$ cat src/rtl/mem_arbiter_if.sv
// mem_arbiter_if: one requester port (req/lock/addr/wstrb/wdata in, gnt/rvalid/rdata out); master = requester side, slave = arbiter side
interface mem_arbiter_if #(
  parameter int DATA_WIDTH = 32,
  parameter int ADDR_WIDTH = 32
);
  logic req;
  logic lock;
  logic [ADDR_WIDTH-1:0] addr;
  logic [3:0] wstrb;
  logic [DATA_WIDTH-1:0] wdata;
  logic gnt;
  logic rvalid;
  logic [DATA_WIDTH-1:0] rdata;
  modport master(output req, lock, addr, wstrb, wdata, input gnt, rvalid, rdata);
  modport slave(input req, lock, addr, wstrb, wdata, output gnt, rvalid, rdata);
endinterface

$ cat src/rtl/mem_arbiter.sv
// mem_arbiter: round-robin arbiter with bounded lock sharing one memory; ports clk, rst, requesters m0/m1, memory mem_en/mem_addr/mem_wstrb/mem_wdata/mem_rdata
module mem_arbiter #(
  parameter int DATA_WIDTH = 32,
  parameter int ADDR_WIDTH = 32,
  parameter int LOCK_MAX = 16
) (
  input  logic clk,
  input  logic rst,
  mem_arbiter_if.slave m0,
  mem_arbiter_if.slave m1,
  output logic mem_en,
  output logic [ADDR_WIDTH-1:0] mem_addr,
  output logic [3:0] mem_wstrb,
  output logic [DATA_WIDTH-1:0] mem_wdata,
  input  logic [DATA_WIDTH-1:0] mem_rdata
);
  localparam int CW = $clog2(LOCK_MAX + 1);
  typedef enum logic {UNLOCKED, LOCKED} state_t;
  state_t state;
  logic owner, last, pend, pown;
  logic [CW-1:0] cnt;
  logic [1:0] blk;
  logic g0, g1, gid, glock, olock;
  // grants are gated by rst so nothing is granted while reset is held
  always_comb begin
    g0 = !rst && m0.req && (state == LOCKED ? !owner : (!m1.req || last));
    g1 = !rst && m1.req && (state == LOCKED ? owner : (!m0.req || !last));
    gid = g1;
    glock = gid ? m1.lock : m0.lock;
    olock = owner ? m1.lock : m0.lock;
  end
  assign m0.gnt = g0;
  assign m1.gnt = g1;
  assign mem_en = g0 | g1;
  assign mem_addr = g1 ? m1.addr : g0 ? m0.addr : '0;
  assign mem_wstrb = g1 ? m1.wstrb : g0 ? m0.wstrb : '0;
  assign mem_wdata = g1 ? m1.wdata : g0 ? m0.wdata : '0;
  assign m0.rvalid = pend & !pown;
  assign m1.rvalid = pend & pown;
  assign m0.rdata = mem_rdata;
  assign m1.rdata = mem_rdata;
  always_ff @(posedge clk or posedge rst) begin
    if (rst) begin
      state <= UNLOCKED;
      owner <= 1'b0;
      last <= 1'b1;
      cnt <= '0;
      blk <= '0;
      pend <= 1'b0;
      pown <= 1'b0;
    end else begin
      pend <= mem_en && mem_wstrb == '0;
      pown <= gid;
      if (mem_en) last <= gid;
      blk <= blk & {m1.lock, m0.lock};
      if (state == UNLOCKED) begin
        if (mem_en && glock && !blk[gid]) begin
          state <= LOCKED;
          owner <= gid;
          cnt <= CW'(1);
        end
      end else if (!olock) begin
        state <= UNLOCKED;
        cnt <= '0;
      end else if (cnt == CW'(LOCK_MAX)) begin
        // forced release: owner loses the next tie and may not relock until it drops lock
        state <= UNLOCKED;
        cnt <= '0;
        last <= owner;
        blk[owner] <= 1'b1;
      end else begin
        cnt <= cnt + 1'b1;
      end
    end
  end
endmodule

$ cat src/flat_wrapper.sv
// flat-port wrapper written by rule: the top's interface ports become plain ports
module mem_arbiter_flat 
#(
  parameter int DATA_WIDTH = 32,
  parameter int ADDR_WIDTH = 32,
  parameter int LOCK_MAX = 16
)
  (clk, rst, mem_en, mem_addr, mem_wstrb, mem_wdata, mem_rdata, m0_req, m0_lock, m0_addr, m0_wstrb, m0_wdata, m0_gnt, m0_rvalid, m0_rdata, m1_req, m1_lock, m1_addr, m1_wstrb, m1_wdata, m1_gnt, m1_rvalid, m1_rdata);
  mem_arbiter_if #(.DATA_WIDTH(DATA_WIDTH), .ADDR_WIDTH(ADDR_WIDTH)) m0_i ();
  mem_arbiter_if #(.DATA_WIDTH(DATA_WIDTH), .ADDR_WIDTH(ADDR_WIDTH)) m1_i ();
  input  logic clk;
  input  logic rst;
  output logic mem_en;
  output logic [ADDR_WIDTH-1:0] mem_addr;
  output logic [3:0] mem_wstrb;
  output logic [DATA_WIDTH-1:0] mem_wdata;
  input  logic [DATA_WIDTH-1:0] mem_rdata;
  input wire logic [$bits(m0_i.req)-1:0] m0_req;
  input wire logic [$bits(m0_i.lock)-1:0] m0_lock;
  input wire logic [$bits(m0_i.addr)-1:0] m0_addr;
  input wire logic [$bits(m0_i.wstrb)-1:0] m0_wstrb;
  input wire logic [$bits(m0_i.wdata)-1:0] m0_wdata;
  output wire logic [$bits(m0_i.gnt)-1:0] m0_gnt;
  output wire logic [$bits(m0_i.rvalid)-1:0] m0_rvalid;
  output wire logic [$bits(m0_i.rdata)-1:0] m0_rdata;
  input wire logic [$bits(m1_i.req)-1:0] m1_req;
  input wire logic [$bits(m1_i.lock)-1:0] m1_lock;
  input wire logic [$bits(m1_i.addr)-1:0] m1_addr;
  input wire logic [$bits(m1_i.wstrb)-1:0] m1_wstrb;
  input wire logic [$bits(m1_i.wdata)-1:0] m1_wdata;
  output wire logic [$bits(m1_i.gnt)-1:0] m1_gnt;
  output wire logic [$bits(m1_i.rvalid)-1:0] m1_rvalid;
  output wire logic [$bits(m1_i.rdata)-1:0] m1_rdata;
  assign m0_i.req = m0_req;
  assign m0_i.lock = m0_lock;
  assign m0_i.addr = m0_addr;
  assign m0_i.wstrb = m0_wstrb;
  assign m0_i.wdata = m0_wdata;
  assign m0_gnt = m0_i.gnt;
  assign m0_rvalid = m0_i.rvalid;
  assign m0_rdata = m0_i.rdata;
  assign m1_i.req = m1_req;
  assign m1_i.lock = m1_lock;
  assign m1_i.addr = m1_addr;
  assign m1_i.wstrb = m1_wstrb;
  assign m1_i.wdata = m1_wdata;
  assign m1_gnt = m1_i.gnt;
  assign m1_rvalid = m1_i.rvalid;
  assign m1_rdata = m1_i.rdata;
  mem_arbiter #(.DATA_WIDTH(DATA_WIDTH), .ADDR_WIDTH(ADDR_WIDTH), .LOCK_MAX(LOCK_MAX)) u_core (.clk(clk), .rst(rst), .m0(m0_i), .m1(m1_i), .mem_en(mem_en), .mem_addr(mem_addr), .mem_wstrb(mem_wstrb), .mem_wdata(mem_wdata), .mem_rdata(mem_rdata));
endmodule
$ cat config.mk
export PLATFORM = sky130hd
export DESIGN_NAME = mem_arbiter_flat
export DESIGN_NICKNAME = d
export VERILOG_FILES = /design/src/rtl/mem_arbiter_if.sv /design/src/rtl/mem_arbiter.sv /design/src/flat_wrapper.sv
export SDC_FILE = /design/constraint.sdc
export NUM_CORES = 1
export LEC_CHECK = 0
export BUFFER_PORTS_ARGS = -buffer_cell sky130_fd_sc_hd__clkbuf_2
export CORE_AREA = 2 2 121 123
export DETAILED_ROUTE_END_ITERATION = 8
export DIE_AREA = 0 0 123 125
export MAX_ROUTING_LAYER = met4
export PLACE_DENSITY_LB_ADDON = 0.12
export SYNTH_ARGS = -nofsm -noshare
export SYNTH_HDL_FRONTEND = slang
export SYNTH_SLANG_ARGS = --single-unit
export TNS_END_PERCENT = 1
$ cat constraint.sdc
create_clock -name clk -period 4.19 [get_ports clk]
set_input_delay 0.2095 -clock clk [delete_from_list [all_inputs] [get_ports clk]]
set_output_delay 0.2095 -clock clk [all_outputs]
set_load 0.01 [all_outputs]
Word level (Yosys, flattened, before mapping):

Index checks and enable logic that the tools add are counted.

* flip-flop bits (word level): 12
* input port bits: 174
* output and inout port bits: 137
* logic and storage cells: 67

* $add $sub $neg: 1
* magnitude comparators: 3
* equal/unequal tests: 1
* muxes and demuxes: 29
* bitwise gates (word level): 6
* reductions and logical operators: 20

Operator list (count)
* $mux 32: 4
* $mux 5: 4
* $mux 1: 15
* $logic_and 1x1->1: 8
* $mux 4: 2
* $logic_not 1->1: 7
* $mux 2: 3
* $add 5x1->5 const B: 1
* $eq 5x5->1 const B: 1
* $logic_not 4->1: 1
* $lt 1x2->1 const B: 2
* $and 1x1->1: 2
* $and 2x2->2: 1
* $logic_or 1x1->1: 2
* $or 2x2->2: 1
* $reduce_and 2->1: 1
* $reduce_bool 2->1: 1
* $demux 1 s1: 1
* $ge 1x1->1 const B: 1
* $not 1->1: 1
* $or 1x1->1: 1

Longest topological paths before layout:

* depth in word-level cells: 10
* gate-level depth with buffers: 6
* depth with buffers taken out: 6

Worst setup path before layout:

Ideal clock, no wire load.

* kind: reg2out
* start: register u_core.state
* end: output port mem_addr[0]
* data arrival time: 1.589 ns
* data required time: 3.980 ns
* setup slack: 2.392 ns
* stages on the path, launching flop included: 7
* path buffers: 3
* path through: dfrtp_1 > or3b_1 > and3_1 > buf_6 > buf_6 > buf_2 > a22o_1

* longest elaborated chain between the ends: 4
* elaborated cells on any way between the ends: 6
* those cells by class: mux (4); reduce/logical (2)

Ends and longest elaborated chain
* start: declaration: RTL line mem_arbiter.sv:19 `state_t state;`
* start signal: assignment: RTL line mem_arbiter.sv:44 `state <= UNLOCKED;`
* start signal: assignment: RTL line mem_arbiter.sv:58 `state <= LOCKED;`
* start signal: assignment: RTL line mem_arbiter.sv:63 `state <= UNLOCKED;`
* $mux 1: RTL line mem_arbiter.sv:26 `g0 = !rst && m0.req && (state == LOCKED ? !owner : (!m1.req || last));`
* $logic_and 1x1->1: RTL line mem_arbiter.sv:26
* $mux 32: RTL line mem_arbiter.sv:35 `assign mem_addr = g1 ? m1.addr : g0 ? m0.addr : '0;`
* $mux 32 (*): RTL line mem_arbiter.sv:35
* end: declaration: RTL line flat_wrapper.sv:14 `output logic [ADDR_WIDTH-1:0] mem_addr;`

Every way passes the cells marked *; elsewhere a longest branch is shown, timed or not.

Worst setup path in the final report:

* start: register u_core.last
* end: output port mem_wdata[2]

* longest elaborated chain between the ends: 5
* elaborated cells on any way between the ends: 9
* those cells by class: mux (4); reduce/logical (5)

Ends and longest elaborated chain
* start: declaration: RTL line mem_arbiter.sv:20 `logic owner, last, pend, pown;`
* start signal: assignment: RTL line mem_arbiter.sv:54 `if (mem_en) last <= gid;`
* start signal: assignment: RTL line mem_arbiter.sv:69 `last <= owner;`
* $logic_or 1x1->1 or $logic_not 1->1 (tied branches): RTL line mem_arbiter.sv:26, mem_arbiter.sv:27
* $mux 1 or $logic_or 1x1->1 (tied branches): RTL line mem_arbiter.sv:26, mem_arbiter.sv:27
* $logic_and 1x1->1 or $mux 1 (tied branches): RTL line mem_arbiter.sv:26, mem_arbiter.sv:27
* $mux 32 or $logic_and 1x1->1 (tied branches): RTL line mem_arbiter.sv:37, mem_arbiter.sv:27
* $mux 32 (*): RTL line mem_arbiter.sv:37 `assign mem_wdata = g1 ? m1.wdata : g0 ? m0.wdata : '0;`
* end: declaration: RTL line flat_wrapper.sv:16 `output logic [DATA_WIDTH-1:0] mem_wdata;`

Marked as above.

==> flow_summary_export.csv <==
group,metric,value,unit
global_routing,grtUsageMet3,1.779,%
drt,drc_errors,0,
setup_path,critical_path_class,"reg2out",
cts,numClockSinks,12,
global_routing,grt_overflow,0,
global_routing,use_met1,7.515,%
global_routing,grt_antenna_before_repair,0,
cts,post_cts_buffers,0,
global_routing,grt_pass1_wl,9722,um
drt,vias,2138,
synthesis,synth_nets,392,
floorplanning,start_util,12.85,%
global_routing,grt_max_degree,38,
sta,finalSetupTns,0,ns
synthesis,ys_ff_latch,12,
floorplanning,die_area,0.01538,mm2
global_routing,grt_pass1_vias,2001,
hold_path,hold_path.class,"in2async",
floorplanning,fp.dieH,125,um
floorplanning,fp-row-count,44,
cells_and_area,syn_to_final_growth,46.20,%
cells_and_area,design_area,0.002669,mm2
drt,dr.first_iter.drc_count,65,
setup_path,end_kind,"output port",
drt,via_per_inst,3.959,
place,place_area,0.002580,mm2
power,leakage,1.521,nW
cells_and_area,regArea,301.5,um2
cts,root_buffer,"clkbuf_16",
synthesis,netlist_top_cells_area,"a22o_1 (34%), buf_4 (26%), dfrtp_1 (15%)",
sta,tightest_slew,0.7005,ns
synthesis,synth-edff-count,0,
synthesis,yosysSeqAreaShare,16.52,%
synthesis,synth_area,0.001826,mm2
sta,finalHoldWorstSlack,-0.01334,ns
cts,cts_buffer_depth,2,
place,gp_congestion,0.7584,
synthesis,syn-instance-count,216,
power,p_per_area,342.2,mW/mm2
global_routing,use_met2,16.44,%
drt,routedWlPerCell,13.06,um
floorplanning,fp.dieW,123,um
cts,ctsResizeCount,0,
setup_path,crit_fanout,37,
drt,wirelength,7052,um
setup_path,start_kind,"register",
global_routing,grt_busiest_layer,"met2",
cts,cts_made_buffers,3,
sta,slew_headroom,53.30,%
setup_path,cp.required,3.98,ns
floorplanning,io_pins,311,
cells_and_area,diodes,0,
global_routing,grtUsageTotal,8.292,%
cells_and_area,nNetsFinal,533,
sta,rsz0062_at_grt,"no",
synthesis,yosysUniqueCellTypes,32,
place,portBuffers,214,
sta,setup_viol,0,
synthesis,synthFlopType,"dfrtp_1",
run_status,status,"finished, violations left",
cts,htree_levels,1,
power,ir_drop,0.0001909,V
synthesis,synth.avg_cell_area,8.451,um2
synthesis,async_flop_share,100.0,%
cts,clkTransAtPathRegs,0.05,ns
place,dpl.hpwl,5908,um
cells_and_area,final_common_cell,"clkbuf_2",
cts,hold_buffers,0,
synthesis,synth_top_area_share,33.58,%
cells_and_area,layout-drive-gt1-share,63.20,%
power,total_power,0.9134,mW
sta,layout_min_cycle_time,2.601,ns
sta,clock_skew,0.004369,ns
setup_path,cp.arrival,2.39,ns
cells_and_area,multiInputGateArea,943.4,um2
drt,firstDrtPassIters,4,
cells_and_area,fin_util,18.79,%
sta,finalCritPeriodShare,62.07,%
cells_and_area,fill_cells,1630,
cts,clk_latency,0.24,ns
place,place_ws,1.747,ns
cts,cts_tree,"done",
run,drv_cap,0,
sta,drv_slew,0,
floorplanning,core-area,0.01420,mm2
sta,clock.fmax,0.3845,GHz
drt,antenna_left,0,
run_status,violations,"hold timing",
synthesis,yosysWarnings,0,
cells_and_area,most-common-layout-cells,"clkbuf_2 (214), a22o_1 (70), dfrtp_1 (11), nor2b_1 (6), nand2_1 (6)",
sta,setup_ws,1.589,ns
sta,hold_viol,11,
synthesis,synth.largest_area_cell,"a22o_1",
==> synthesized netlist by cell type (3+ instances only) <==
master / count
a22o_1: 70
buf_4: 64
dfrtp_1: 11
buf_2: 7
clkbuf_1: 7
nand2_1: 6
nor2b_1: 6
inv_1: 5
nand4_1: 4
o21ai_0: 4
and3_1: 3
==> through the flow <==
| stage | hold WS [ns] | std cells |
|---|---|---|
| 5_1_grt | 0.04795 | 540 |
| 3_5_place_dp | 0.2698 | 536 |
| 6_report | -0.01334 | 540 |
| 4_1_cts | 0.01322 | 540 |
| 3_3_place_gp | 0.2919 | 536 |
| 2_1_floorplan | 0.07348 | 216 |
==> logic make-up after synthesis <==
| family | count (synthesis) | share of synthesized area, % |
|---|---|---|
| buffers and inverters | 85 | 31.94 |
| AOI/OAI and AO/OA | 79 | 36.60 |
| and+or+nand+nor | 33 | 10.90 |
| DFF | 12 | 16.52 |
| muxes | 3 | 1.714 |
| xor gates and xnor gates | 2 | 0.9597 |
| adders and majority gates | 2 | 1.371 |
==> path summary, 6_finish.rpt <==
| path | startpoint | end | slack [ns] | cells after the start |
|---|---|---|---|---|
| max in group asynchronous | rst | u_core.last$_DFF_PP1_ | 3.86 | 2 |
| setup / recovery | u_core.last$_DFF_PP1_ | mem_wdata[2] | 1.59 | 5 |
| min in group clk | m0_lock | u_core.blk[0]$_DFF_PP0_ | 0.23 | 3 |
| hold / removal | rst | u_core.cnt[0]$_DFFE_PP0P_ | -0.01 | 2 |
| hold reg to reg | u_core.blk[1]$_DFF_PP0_ | u_core.blk[1]$_DFF_PP0_ | 0.50 | 2 |
| setup reg to reg | u_core.last$_DFF_PP1_ | u_core.pend$_DFF_PP0_ | 1.94 | 5 |
==> flip-flops by register name (all words and copies together) (netlist names) <==
signal        count
u_core.pend       1
u_core.state      1
u_core.blk        2
u_core.pown       1
u_core.last       1
u_core.cnt        5
u_core.owner      1
==> worst max-delay path, cell delays in order (launching register included) <==
cell and delay (ns):
dfstp_2 0.55, or3b_1 0.14, and3_2 0.61, buf_4 0.47, a22o_1 0.22, clkbuf_2 0.14
==> power by group <==
part	leakage (nW)	total (mW)	switching (mW)	internal, mW
Clock	0.0442	0.194	0.0502	0.144
Sequential	0.157	0.185	0.0361	0.149
Combinational	1.32	0.534	0.277	0.257
==> final cells by class <==
type | count | area share (%)
flip-flops and latches | 12 | 11.30
well taps | 184 | 8.626
multi-input cells | 119 | 35.35
inverters | 5 | 0.7032
clock buffers | 4 | 3.329
repair buffers | 216 | 40.69
==> routing by layer <==
layer,vias to the layer above,wire [um]
met2,162,3632
li1,1025,-
met1,934,2377
met4,0,178
met3,17,864
met5,-,0
Note: power is estimated with default switching activity, not from simulation.
